## config.mk

```make
export PLATFORM = sky130hd
export DESIGN_NAME = sync_fifo_param
export DESIGN_NICKNAME = d
export VERILOG_FILES = /design/src/rtl/sync_fifo_param.sv
export SDC_FILE = /design/constraint.sdc
export NUM_CORES = 1
export LEC_CHECK = 0
export CELL_PAD_IN_SITES_DETAIL_PLACEMENT = 1
export CELL_PAD_IN_SITES_GLOBAL_PLACEMENT = 1
export CORE_MARGIN = 5
export CORE_UTILIZATION = 55
export DETAILED_ROUTE_END_ITERATION = 10
export GPL_TIMING_DRIVEN = 0
export MAX_ROUTING_LAYER = met4
export PLACE_DENSITY = 0.86
export REMOVE_ABC_BUFFERS = 1
export SYNTH_ARGS = -nofsm -noshare
export SYNTH_HDL_FRONTEND = slang
export SYNTH_SLANG_ARGS = --single-unit
```

## constraint.sdc

```tcl
create_clock -name clk -period 6.9 [get_ports clk]
set_input_delay 2.07 -clock clk [delete_from_list [all_inputs] [get_ports clk]]
set_output_delay 2.07 -clock clk [all_outputs]
set_load 0.02 [all_outputs]
```

## src/rtl/sync_fifo_param.sv

```systemverilog
// Single-clock parameterised FIFO with registered status flags and error pulses.
// Define SYNC_FIFO_FWFT_EN for first-word-fall-through output; standard registered read otherwise.
module sync_fifo_param #(
    parameter int WIDTH = 8,
    parameter int DEPTH = 16,
    parameter int AF_TH = DEPTH - 2,
    parameter int AE_TH = 2
) (
    input  logic                       clk,
    input  logic                       rst,
    input  logic                       wr_en,
    input  logic                       rd_en,
    input  logic [WIDTH-1:0]           data_in,
    output logic [WIDTH-1:0]           data_out,
    output logic                       empty,
    output logic                       full,
    output logic                       almost_full,
    output logic                       almost_empty,
    output logic [$clog2(DEPTH):0]     count,
    output logic                       overflow,
    output logic                       underflow
);

    localparam int AW = $clog2(DEPTH);
    localparam int CW = AW + 1;
    localparam logic [CW-1:0] DEPTH_C = CW'(DEPTH);
    localparam logic [CW-1:0] AF_C    = CW'(AF_TH);
    localparam logic [CW-1:0] AE_C    = CW'(AE_TH);

    logic [WIDTH-1:0] mem_q [DEPTH];

    logic [AW-1:0]    wr_ptr_q, wr_ptr_d;
    logic [AW-1:0]    rd_ptr_q, rd_ptr_d;
    logic [CW-1:0]    count_q, count_d;
    logic             empty_q, full_q, af_q, ae_q;
    logic             ovf_q, ovf_d, udf_q, udf_d;
    logic [WIDTH-1:0] data_out_q, data_out_d;
    logic             wr_acc, rd_acc;

    // A write into a full FIFO still succeeds when a read frees a slot on the same edge.
    always_comb begin
        wr_acc   = wr_en && (!full_q || rd_en);
        rd_acc   = rd_en && !empty_q;
        ovf_d    = wr_en && full_q && !rd_en;
        udf_d    = rd_en && empty_q;
        wr_ptr_d = wr_acc ? wr_ptr_q + AW'(1) : wr_ptr_q;
        rd_ptr_d = rd_acc ? rd_ptr_q + AW'(1) : rd_ptr_q;
        count_d  = count_q + {{(CW-1){1'b0}}, wr_acc} - {{(CW-1){1'b0}}, rd_acc};
    end

    always_comb begin
        data_out_d = data_out_q;
`ifdef SYNC_FIFO_FWFT_EN
        // Present the post-edge head; bypass data_in when the head is the word being written now.
        if (count_d != '0) begin
            data_out_d = (wr_acc && (rd_ptr_d == wr_ptr_q)) ? data_in : mem_q[rd_ptr_d];
        end
`else
        if (rd_acc) begin
            data_out_d = mem_q[rd_ptr_q];
        end
`endif
    end

    always_ff @(posedge clk) begin
        if (!rst && wr_acc) begin
            mem_q[wr_ptr_q] <= data_in;
        end
    end

    always_ff @(posedge clk) begin
        if (rst) begin
            wr_ptr_q   <= '0;
            rd_ptr_q   <= '0;
            count_q    <= '0;
            empty_q    <= 1'b1;
            full_q     <= 1'b0;
            af_q       <= 1'b0;
            ae_q       <= 1'b1;
            ovf_q      <= 1'b0;
            udf_q      <= 1'b0;
            data_out_q <= '0;
        end else begin
            wr_ptr_q   <= wr_ptr_d;
            rd_ptr_q   <= rd_ptr_d;
            count_q    <= count_d;
            empty_q    <= (count_d == '0);
            full_q     <= (count_d == DEPTH_C);
            af_q       <= (count_d >= AF_C);
            ae_q       <= (count_d <= AE_C);
            ovf_q      <= ovf_d;
            udf_q      <= udf_d;
            data_out_q <= data_out_d;
        end
    end

    assign data_out     = data_out_q;
    assign empty        = empty_q;
    assign full         = full_q;
    assign almost_full  = af_q;
    assign almost_empty = ae_q;
    assign count        = count_q;
    assign overflow     = ovf_q;
    assign underflow    = udf_q;

endmodule

```

# == Word-level counts from Yosys, hierarchy flattened ==
# Memories as Yosys holds them, arrays and structs flattened. A register that Yosys moved wholly into a read port is not among the register bits.
# Cells that the tools add are included.
# classes
addsub,4
magnitude_cmp,2
n_eq_ne,1
mux,2
n_reduce_logical,12
# ops
op,n
$add 4x1->4 const B,2
$logic_and 1x1->1,6
$add 5x1->5,1
$eq 5x5->1 const B,1
$ge 5x4->1 const B,1
$le 5x2->1 const B,1
$logic_not 5->1,1
$sub 5x1->5,1
$logic_not 1->1,4
$mux 1,2
$logic_or 1x1->1,1
# totals
register_bits,19
ramBits,128
inputBits,12
output_inout_bits,19
elab_cells,31
mem_count,1
# memory_table
memory,depth,word_bits,read_ports,rd_clocked_by_memory_dff,wr,line,source
mem_q,16,8,1,1,1,30,logic [WIDTH-1:0] mem_q [DEPTH];

# == Longest topological paths before layout ==
# Gate-level depths: netlist (run 1).
# depth
depth_word,6
ltp_mapped,10
depth_no_buf,10

# == Worst setup path before layout (run 1) ==
# OpenSTA, ideal clock, no wires.
# synth_path
path_kind,in2reg
startpoint,input port rd_en
endpoint,register ae_q (netlist: almost_empty)
setup_time_ps,116
arrival_time_ps,3931
slack_ps,2853
stages,10
path_buffers,0
cell_sequence,nand2b_1 nand2_1 ha_1 inv_1 ha_1 fa_1 a21o_1 a21oi_4 xnor2_2 a41o_1
# synth_between
elab_chain_cells,5
elab_cells_between_ends,6
# synth_rtl
element,line,source
"start, declared",12,"input logic rd_en,"
$logic_or 1x1->1,42,wr_acc = wr_en && (!full_q || rd_en);
$logic_and 1x1->1,42,
$add 5x1->5,48,"count_d = count_q + {{(CW-1){1'b0}}, wr_acc} - {{(CW-1){1'b0}}, rd_acc};"
$sub 5x1->5 (*),48,
$le 5x2->1 (*),90,ae_q <= (count_d <= AE_C);
"end signal, assigned",90,
"end, declared",35,"logic empty_q, full_q, af_q, ae_q;"
# Every way passes the cells marked *; elsewhere a longest branch is shown, timed or not.
# A chain may end at the register's enable or synchronous reset.

# == Worst setup path after layout (run 1) ==
# Same ends and word-level chain as after synthesis.

==> flow_summary.yaml, run 1 <==
global_route:
  grt_pass1_vias: 3535
  grt.total_usage_pct: 22.7
  antenna_found_initial: 0
  grt_pass1_wl_um: 21100
  grt_overflow: 0
  grt_max_degree: 27
floorplanning:
  start_util_pct: 56.4
  io_pins: 31
  std_cell_rows: 38
  die_w_um: 116
  coreArea_mm2: 0.0109
  die_height_um: 116
  die-area_mm2: 0.0134
cells_and_area:
  final_cell_area_mm2: 0.00716
  final_layout_size_suffix_gt1_share_pct: 14.9
  ff_latch_area_mm2: 0.00439
  utilization_pct: 65.8
  multi_input_area_mm2: 0.00164
  nFillCells: 945
  area.growth.synth_to_final_pct: 16.6
  nets: 414
  antenna_cells: 0
setup_path:
  path_class: "in2reg"
  critical_path_peak_fanout: 8
  worst_ep_arrival_time_ns: 4.93
  cp.required_ns: 7.31
  cp-start-kind: "input pin"
  end_kind: "register"
cts:
  ctsResizeCount: 0
  clockBufferDepth: 2
  h-tree-depth: 4
  cts_root_buf: "clkbuf_8"
  clkSlewWorstSetupHoldPaths_ns: 0.06
  hold_buffers: 0
  cts_tree: "yes"
  clock-sinks: 155
  cts_buffers: 17
  worst_skew_pair.late_latency_ns: 0.52
  post_cts_buffers: 0
power:
  pwr_density_cell_mw_per_mm2: 349
  total_leakage_power_nw: 2.31
  finalPower_mw: 2.50
  ir_drop_mv: 0.272
job:
  drv_cap: 0
synthesis:
  yosys-top-cells-count: "edfxtp_1, mux2i_1, dfxtp_1"
  synth_edf_count: 128
  ys_warn_count: 0
  post-synth-top-count-cell: "edfxtp_1"
  synth_cell_type_count: 39
  synth_top_area_share_pct: 62.6
  syn_inst: 359
  synth_seq_cells: 155
  synth_area_leaders: "edfxtp_1, dfxtp_1, mux2i_1"
  synth.avg_cell_area_um2: 17.1
  synth-async-reset-ratio_pct: 0
  syn_area_mm2: 0.00614
  seq_area_frac_synth_pct: 71.4
  synth_ff_type: "edfxtp_1"
  synth_top_cell_by_area: "edfxtp_1"
timing:
  slew_headroom_pct: 37.2
  min_period_ns: 4.51
  setup_viol: 0
  worst_hold_slack_ns: 0.504
  clock-skew-final_ns: 0.0105
  slew_viol_final: 0
  final_hold_viol_count: 0
  fmax_ghz: 0.222
  fin_tns_setup_ns: 0
  rsz0062_at_grt: "no"
  fin_crit_sh_pct: 65.4
  worst_pin_slew_ns: 0.938
routing:
  drt_wl_total_um: 13700
  avgViaCountPerCell: 5.94
  drt-initial-drc-count: 281
  post_drt_wl_per_cell_um: 25.1
  vias: 3229
  drc: 0
  ant_nets: 0
  drt_pass1_iterations: 4
placement:
  place_area_mm2: 0.00653
  globalplace.congestion: 0.770
  portBuffers: 30
  hpwl_um: 8370
run_status:
  outcome: "completed"
min_path:
  hold_path.class: "reg2reg"
## flip-flops by register name, indices dropped and copies added (netlist names)
name,flops
mem_q,128
data_out,8
count,5
rd_ptr_q,4
wr_ptr_q,4
almost_empty,1
almost_full,1
empty,1
full,1
overflow,1
underflow,1
## metal layers
| metal | up-vias | wire (um) | global-route usage [%] | part of all wire, % |
|---|---|---|---|---|
| li1 | 1455 | - | - | - |
| met1 | 1671 | 5620 | 28.4 | 41 |
| met2 | 84 | 7130 | 37.0 | 52 |
| met3 | 19 | 612 | 5.27 | 4.5 |
| met4 | 0 | 292 | 7.73 | 2.1 |
| met5 | - | 0 | - | 0 |
## cells in the final DEF (no fill, tap or decap), drive strengths merged, types with 2 or more instances in the layout
cell type,instances
a21o,2
a21oi,3
a22oi,16
a32oi,8
a41o,2
and3,4
bufinv,4
clkbuf,17
clkdlybuf4s50,30
clkinv,9
dfxtp,27
edfxtp,128
ha,10
inv,9
mux2i,41
mux4,16
nand2,11
nand2b,3
nand3,4
nor2,25
nor2b,4
nor3,4
o21ai,8
xnor2,4
xor2,6
## cell type report
type,count,share of cell area (%)
timing repair buffer,31,4.47
multi-input combinational,178,22.9
tap,140,2.45
clock inverter,15,2.76
inverter,8,0.419
sequential,155,61.2
clock buffer,17,5.78
## report_power, final
| group | switching, mW | internal [mW] |
|---|---|---|
| Combinational | 0.248 | 0.193 |
| Sequential | 0.0429 | 1.06 |
| Clock | 0.369 | 0.587 |
## stage by stage
stage	setup WS, ns	instances
3_5_place_dp	1.60	512
4_1_cts	2.21	544
3_3_place_gp	1.81	511
5_1_grt	2.34	544
6_report	2.39	544
2_1_floorplan	2.84	341
## path summary, 6_finish.rpt
check	slack, ns	start	to	cells after the start
hold reg to reg	0.50	data_out[3]	data_out[3]	2
hold / removal	0.50	data_out[3]	data_out[3]	2
setup reg to reg	4.12	empty	almost_empty	9
setup / recovery	2.39	rd_en	almost_empty	10
## critical path: stages
cell and delay, ns:
clkdlybuf4s50_1 0.48, nor2b_1 0.64, ha_1 0.23, inv_1 0.05, ha_1 0.23, fa_1 0.44, a21o_1 0.22, a21oi_4 0.17
xnor2_2 0.14, a41o_1 0.25
## cell families after synthesis
logic type | count (synthesis) | synth area share (%)
multiplexers | 57 | 12.5
buffers and inverters | 26 | 2.30
AND/OR/NAND/NOR | 60 | 4.74
adder cells (fa/ha/maj) | 11 | 2.36
AO/OA/AOI/OAI | 40 | 4.91
flip-flops | 155 | 71.4
XOR/XNOR | 10 | 1.79
No activity file was read; power rests on OpenSTA's default activity.
==> run 2: changes to the inputs <==
--- a/config.mk
+++ b/config.mk
@@ -8,11 +8,11 @@
 export CELL_PAD_IN_SITES_DETAIL_PLACEMENT = 1
 export CELL_PAD_IN_SITES_GLOBAL_PLACEMENT = 1
 export CORE_MARGIN = 5
-export CORE_UTILIZATION = 55
+export CORE_UTILIZATION = 46
 export DETAILED_ROUTE_END_ITERATION = 10
 export GPL_TIMING_DRIVEN = 0
 export MAX_ROUTING_LAYER = met4
-export PLACE_DENSITY = 0.86
+export PLACE_DENSITY = 0.77
 export REMOVE_ABC_BUFFERS = 1
 export SYNTH_ARGS = -nofsm -noshare
 export SYNTH_HDL_FRONTEND = slang
==> constraint.sdc (replaced) <==
create_clock -name clk -period 3.6 [get_ports clk]
set_input_delay 1.08 -clock clk [delete_from_list [all_inputs] [get_ports clk]]
set_output_delay 1.08 -clock clk [all_outputs]
set_load 0.02 [all_outputs]
==> run 2 against run 1 <==
Effect of this change:
- non-clock buffer count increased by 1
- final cell count increased by 6.8%
- clock power increased by 77%
- combinational power increased by 89%
- sequential power increased by 92%
- largest cell class unchanged
- highest routed layer unchanged
==> flow_summary.yaml, run 2 (same netlist as run 1, synthesis figures left out) <==
run_status:
  outcome: "completed"
floorplanning:
  std_cell_rows: 42
  start_util_pct: 46.6
  die-area_mm2: 0.0158
  die_w_um: 126
  io_pins: 31
  coreArea_mm2: 0.0132
  die_height_um: 126
setup_path:
  end_kind: "register"
  cp.required_ns: 3.93
  r2r-start: "full"
  timing.rr.end: "full"
  rrSetupSlack_ns: 1.04
  worst_r2r_path_depth: 10
  cp-start-kind: "input pin"
  path_class: "in2reg"
  critical_path_peak_fanout: 6
  worst_ep_arrival_time_ns: 3.77
min_path:
  worstHoldStart: "data_out[3]"
  hold_path.class: "reg2reg"
  hold_depth: 2
  hold_path_end: "data_out[3]"
global_route:
  met3_usage_pct: 4.69
  grt_pass1_vias: 3456
  grt_use_met2_pct: 28.7
  grt_pass1_wl_um: 20200
  grt.total_usage_pct: 17.9
  use_met1_pct: 21.8
  grt-busiest-layer: "met2"
  grt_overflow: 0
  grt_max_degree: 51
  antenna_found_initial: 0
placement:
  placed_cells: 549
  portBuffers: 30
  globalplace.congestion: 0.765
  pre_cts_ws_ns: -0.436
  place_area_mm2: 0.00657
  hpwl_um: 8040
cells_and_area:
  regMostFlops: "mem_q"
  final_cell_area_mm2: 0.00716
  largest_reg_flops: 128
  final_cells: 581
  final_cell_mix: "edfxtp_1, mux2i_1, clkdlybuf4s50_1, dfxtp_1, nor2_1"
  final_layout_size_suffix_gt1_share_pct: 15.6
  area.growth.synth_to_final_pct: 16.5
  nets: 415
  layout_commonest_cell: "edfxtp_1"
  antenna_cells: 0
cts:
  clock-sinks: 155
  cts_tree: "yes"
  post_cts_buffers: 0
  cts_buffers: 17
  clkSlewWorstSetupHoldPaths_ns: 0.06
  hold_buffers: 0
  h-tree-depth: 4
  clockBufferDepth: 2
  cts_root_buf: "clkbuf_16"
  worst_skew_pair.late_latency_ns: 0.42
timing:
  worst_slack_ns: 0.160
  clock-skew-final_ns: 0.00608
  min_period_ns: 3.44
  final_hold_viol_count: 0
  setup_viol: 0
  worst_pin_slew_ns: 0.996
  slew_viol_final: 0
  fin_crit_sh_pct: 95.5
  fmax_ghz: 0.291
  rsz0062_at_grt: "no"
  slew_headroom_pct: 33.3
  worst_hold_slack_ns: 0.507
routing:
  drt-initial-drc-count: 187
  vias: 3195
  drc: 0
  ant_nets: 0
  drt_pass1_iterations: 4
  avgViaCountPerCell: 5.50
  drt_wl_total_um: 12900
  post_drt_wl_per_cell_um: 22.2
power:
  finalPower_mw: 4.63
  pwr_density_cell_mw_per_mm2: 646
  total_leakage_power_nw: 2.29
  ir_drop_mv: 0.314
job:
  drv_cap: 0
-- run 2: how the worst max path moves through the flow --
| stage | end | start | cells after the start |
|---|---|---|---|
| 2_1_floorplan | almost_empty | rd_en | 9 |
| 3_3_place_gp | mem_q[0][6] | rst | 5 |
| 3_5_place_dp | mem_q[1][6] | rst | 5 |
| 4_1_cts | full | rd_en | 10 |
| 5_1_grt | full | rd_en | 11 |
| 6_report | full | rd_en | 11 |
-- run 2: critical path, cell delays in order --
cell and delay, ns:
clkdlybuf4s50_1 0.48, nand2b_1 0.23, nand2_1 0.17, ha_1 0.32
inv_1 0.04, ha_1 0.20, fa_1 0.43, a21o_1 0.21
a21oi_4 0.17, xnor2_2 0.13, nor4bb_2 0.29
-- run 2: power breakdown --
| group | leakage, nW | total, mW | internal (mW) | switching (mW) |
|---|---|---|---|---|
| clock network | 0.276 | 1.69 | 0.962 | 0.723 |
| registers | 1.38 | 2.11 | 2.03 | 0.0833 |
| logic | 0.637 | 0.832 | 0.377 | 0.454 |
-- run 2: cell type report --
type,count,area (um2)
fillers,1227,6030
flip-flops and latches,155,4390
multi-input cells,178,1640
clock buffers,17,425
repair buffers,32,315
well taps,176,220
clock inverters,15,141
inverters,8,30.0
-- run 2: layer usage --
metal	up-vias	part of all wire, %
li1	1464	-
met3	21	3.9
met2	78	51
met5	-	0
met1	1632	43
met4	0	1.9
-- run 2: through the flow --
step                      utilization, %  TNS [ns]
final                               54.3         0
after global routing                54.3         0
after CTS                           54.2         0
after detailed placement            49.8    -19.04
after global placement              49.7    -20.98
after floorplan                        -         0
-- run 2: what timing repair did --
action,4_1_cts,5_1_grt
gates resized for setup,2,2
pin swaps,0,0
setup endpoints to repair,16,1
==> run 3: changes to the inputs <==
--- a/config.mk
+++ b/config.mk
@@ -7,12 +7,13 @@
 export LEC_CHECK = 0
 export CELL_PAD_IN_SITES_DETAIL_PLACEMENT = 1
 export CELL_PAD_IN_SITES_GLOBAL_PLACEMENT = 1
+export CORE_ASPECT_RATIO = 0.9
 export CORE_MARGIN = 5
-export CORE_UTILIZATION = 46
+export CORE_UTILIZATION = 30
 export DETAILED_ROUTE_END_ITERATION = 10
 export GPL_TIMING_DRIVEN = 0
 export MAX_ROUTING_LAYER = met4
-export PLACE_DENSITY = 0.77
+export PLACE_DENSITY = 0.53
 export REMOVE_ABC_BUFFERS = 1
 export SYNTH_ARGS = -nofsm -noshare
 export SYNTH_HDL_FRONTEND = slang
==> constraint.sdc (replaced) <==
create_clock -name clk -period 4.4 [get_ports clk]
set_input_delay 1.32 -clock clk [delete_from_list [all_inputs] [get_ports clk]]
set_output_delay 1.32 -clock clk [all_outputs]
set_load 0.02 [all_outputs]
==> run 3 against run 2 <==
Effect of this change:
- critical path depth down 1
- final area rose by 1.7%
- flip-flop and latch count is the same
- total power fell by 17%
- via count is 3.3% lower
- highest routed layer unchanged
- clock power down 14%
- non-clock buffer count is 2 lower
- sequential share of layout area shrank 1.0 points
- worst setup slack better by 0.50 ns
- die area increased by 49%
- first-iteration DRC count decreased by 1.1%
==> flow_summary.yaml, run 3 (same netlist as run 1, synthesis figures left out) <==
setup_path:
  critPathMostFrequentCell: "ha_1"
  slowest_delay_ns: 0.55
  cp_top_family: "simple AND/OR/NAND/NOR gates"
  cpMaxStageDelayCell: "nor2b_1"
  cp-start-kind: "input pin"
  end_kind: "register"
  crit_buf_inv: 2
  worst_ep_arrival_time_ns: 4.07
  critical_path_peak_fanout: 8
  path_class: "in2reg"
  cp.required_ns: 4.73
  path_cells: "clkdlybuf4s50_1, nor2b_1, ha_1, inv_1, ha_1, fa_1, a21o_1, a21oi_4, xnor2_2, nor4bb_2"
cells_and_area:
  largest_reg_flops: 128
  layout_commonest_cell: "edfxtp_1"
  final_cell_area_mm2: 0.00728
  final_layout_size_suffix_gt1_share_pct: 15.1
  nFillCells: 1966
  final_cells: 658
  nets: 413
  regMostFlops: "mem_q"
  area.growth.synth_to_final_pct: 18.5
  final_cell_mix: "edfxtp_1, mux2i_1, clkdlybuf4s50_1, dfxtp_1, nor2_1"
  antenna_cells: 0
timing:
  final_hold_viol_count: 0
  setup_viol: 0
  min_period_ns: 3.74
  fin_tns_setup_ns: 0
  worst_pin_slew_ns: 1.00
  rsz0062_at_grt: "no"
  clock-skew-final_ns: 0.00995
  fmax_ghz: 0.268
  fin_crit_sh_pct: 84.9
  slew_headroom_pct: 33.0
  slew_viol_final: 0
global_route:
  use_met1_pct: 15.5
  grt_overflow: 0
  met3_usage_pct: 2.80
  grt.total_usage_pct: 12.2
  grt_pass1_wl_um: 20500
  grt-busiest-layer: "met2"
  antenna_found_initial: 0
  grt_pass1_vias: 3413
  grt_max_degree: 51
  grt_use_met2_pct: 19.4
min_path:
  hold_path.class: "reg2reg"
floorplanning:
  std_cell_rows: 49
  coreArea_mm2: 0.0200
  die_height_um: 146
  die-area_mm2: 0.0234
  die_w_um: 161
  io_pins: 31
  start_util_pct: 30.6
routing:
  drc: 0
  drt_pass1_iterations: 6
  drt-initial-drc-count: 185
  drt_wl_total_um: 13300
  avgViaCountPerCell: 4.69
  post_drt_wl_per_cell_um: 20.2
  ant_nets: 0
  vias: 3089
cts:
  worst_skew_pair.late_latency_ns: 0.43
  cts_buffers: 17
  cts_root_buf: "clkbuf_16"
  post_cts_buffers: 0
  clock-sinks: 155
  h-tree-depth: 4
  clockBufferDepth: 2
  hold_buffers: 0
  clkSlewWorstSetupHoldPaths_ns: 0.07
  ctsResizeCount: 0
  cts_tree: "yes"
placement:
  portBuffers: 30
  hpwl_um: 8320
  place_area_mm2: 0.00668
  placed_cells: 626
  globalplace.congestion: 0.695
run_status:
  outcome: "completed"
power:
  total_leakage_power_nw: 2.29
  ir_drop_mv: 0.245
  pwr_density_cell_mw_per_mm2: 530
job:
  drv_cap: 0
run 3: changes by cell type in the layout (fill, tap and decap cells not counted), moves of 2 or more:
cell,previous run,this run
inv_8,1,3
clkinv_2,3,0
nor3_1,2,0
buf_4,2,0
clkinv_8,0,3
nor3_2,2,4
run 3: metal layers:
metal  vias to the layer above  wire length (um)
met5                         -                 0
met4                         0               202
met3                        17               255
met2                        26              6520
met1                      1594              6300
li1                       1452                 -
run 3: worst reg2reg max path, cell delays in order, from the launching register on:
cell      delay, ns
dfxtp_1        0.33
nor2b_1        0.52
ha_1           0.22
inv_1          0.04
ha_1           0.20
fa_1           0.41
a21o_1         0.21
a21oi_4        0.17
xnor2_2        0.14
nor4bb_2       0.29
run 3: path summary, 6_finish.rpt:
path / start / end / slack [ns] / cells after the start
worst max-delay path: rd_en / full / 0.66 / 10
worst min-delay path: data_out[2] / data_out[2] / 0.49 / 2
worst max register to register: empty / full / 1.77 / 9
worst min register to register: data_out[2] / data_out[2] / 0.49 / 2
run 3: where the power goes:
| part | switching (mW) | internal [mW] | leakage [nW] |
|---|---|---|---|
| clock | 0.652 | 0.811 | 0.289 |
| combinational | 0.374 | 0.299 | 0.629 |
| sequential | 0.0693 | 1.66 | 1.38 |
| total | 1.10 | 2.77 | 2.29 |
run 3: layout make-up:
| cell class | instances | area [um2] | share of cell area, % |
|---|---|---|---|
| Clock buffer | 17 | 425 | 5.84 |
| Clock inverter | 15 | 180 | 2.47 |
| Inverter | 8 | 30.0 | 0.412 |
| Multi-Input combinational cell | 178 | 1640 | 22.5 |
| Sequential cell | 155 | 4390 | 60.3 |
| Tap cell | 255 | 319 | 4.38 |
| Timing Repair Buffer | 30 | 300 | 4.12 |
run 3: per-stage QoR:
step	power [mW]	utilization [%]	hold WS (ns)	setup slack (ns)
3_3_place_gp	2.43	33.2	0.471	-0.0541
4_1_cts	3.92	36.3	0.491	0.673
6_report	3.86	36.3	0.489	0.663
5_1_grt	4.04	36.3	0.531	0.517
3_5_place_dp	2.45	33.3	0.470	0.230
2_1_floorplan	2.19	-	0.471	1.09
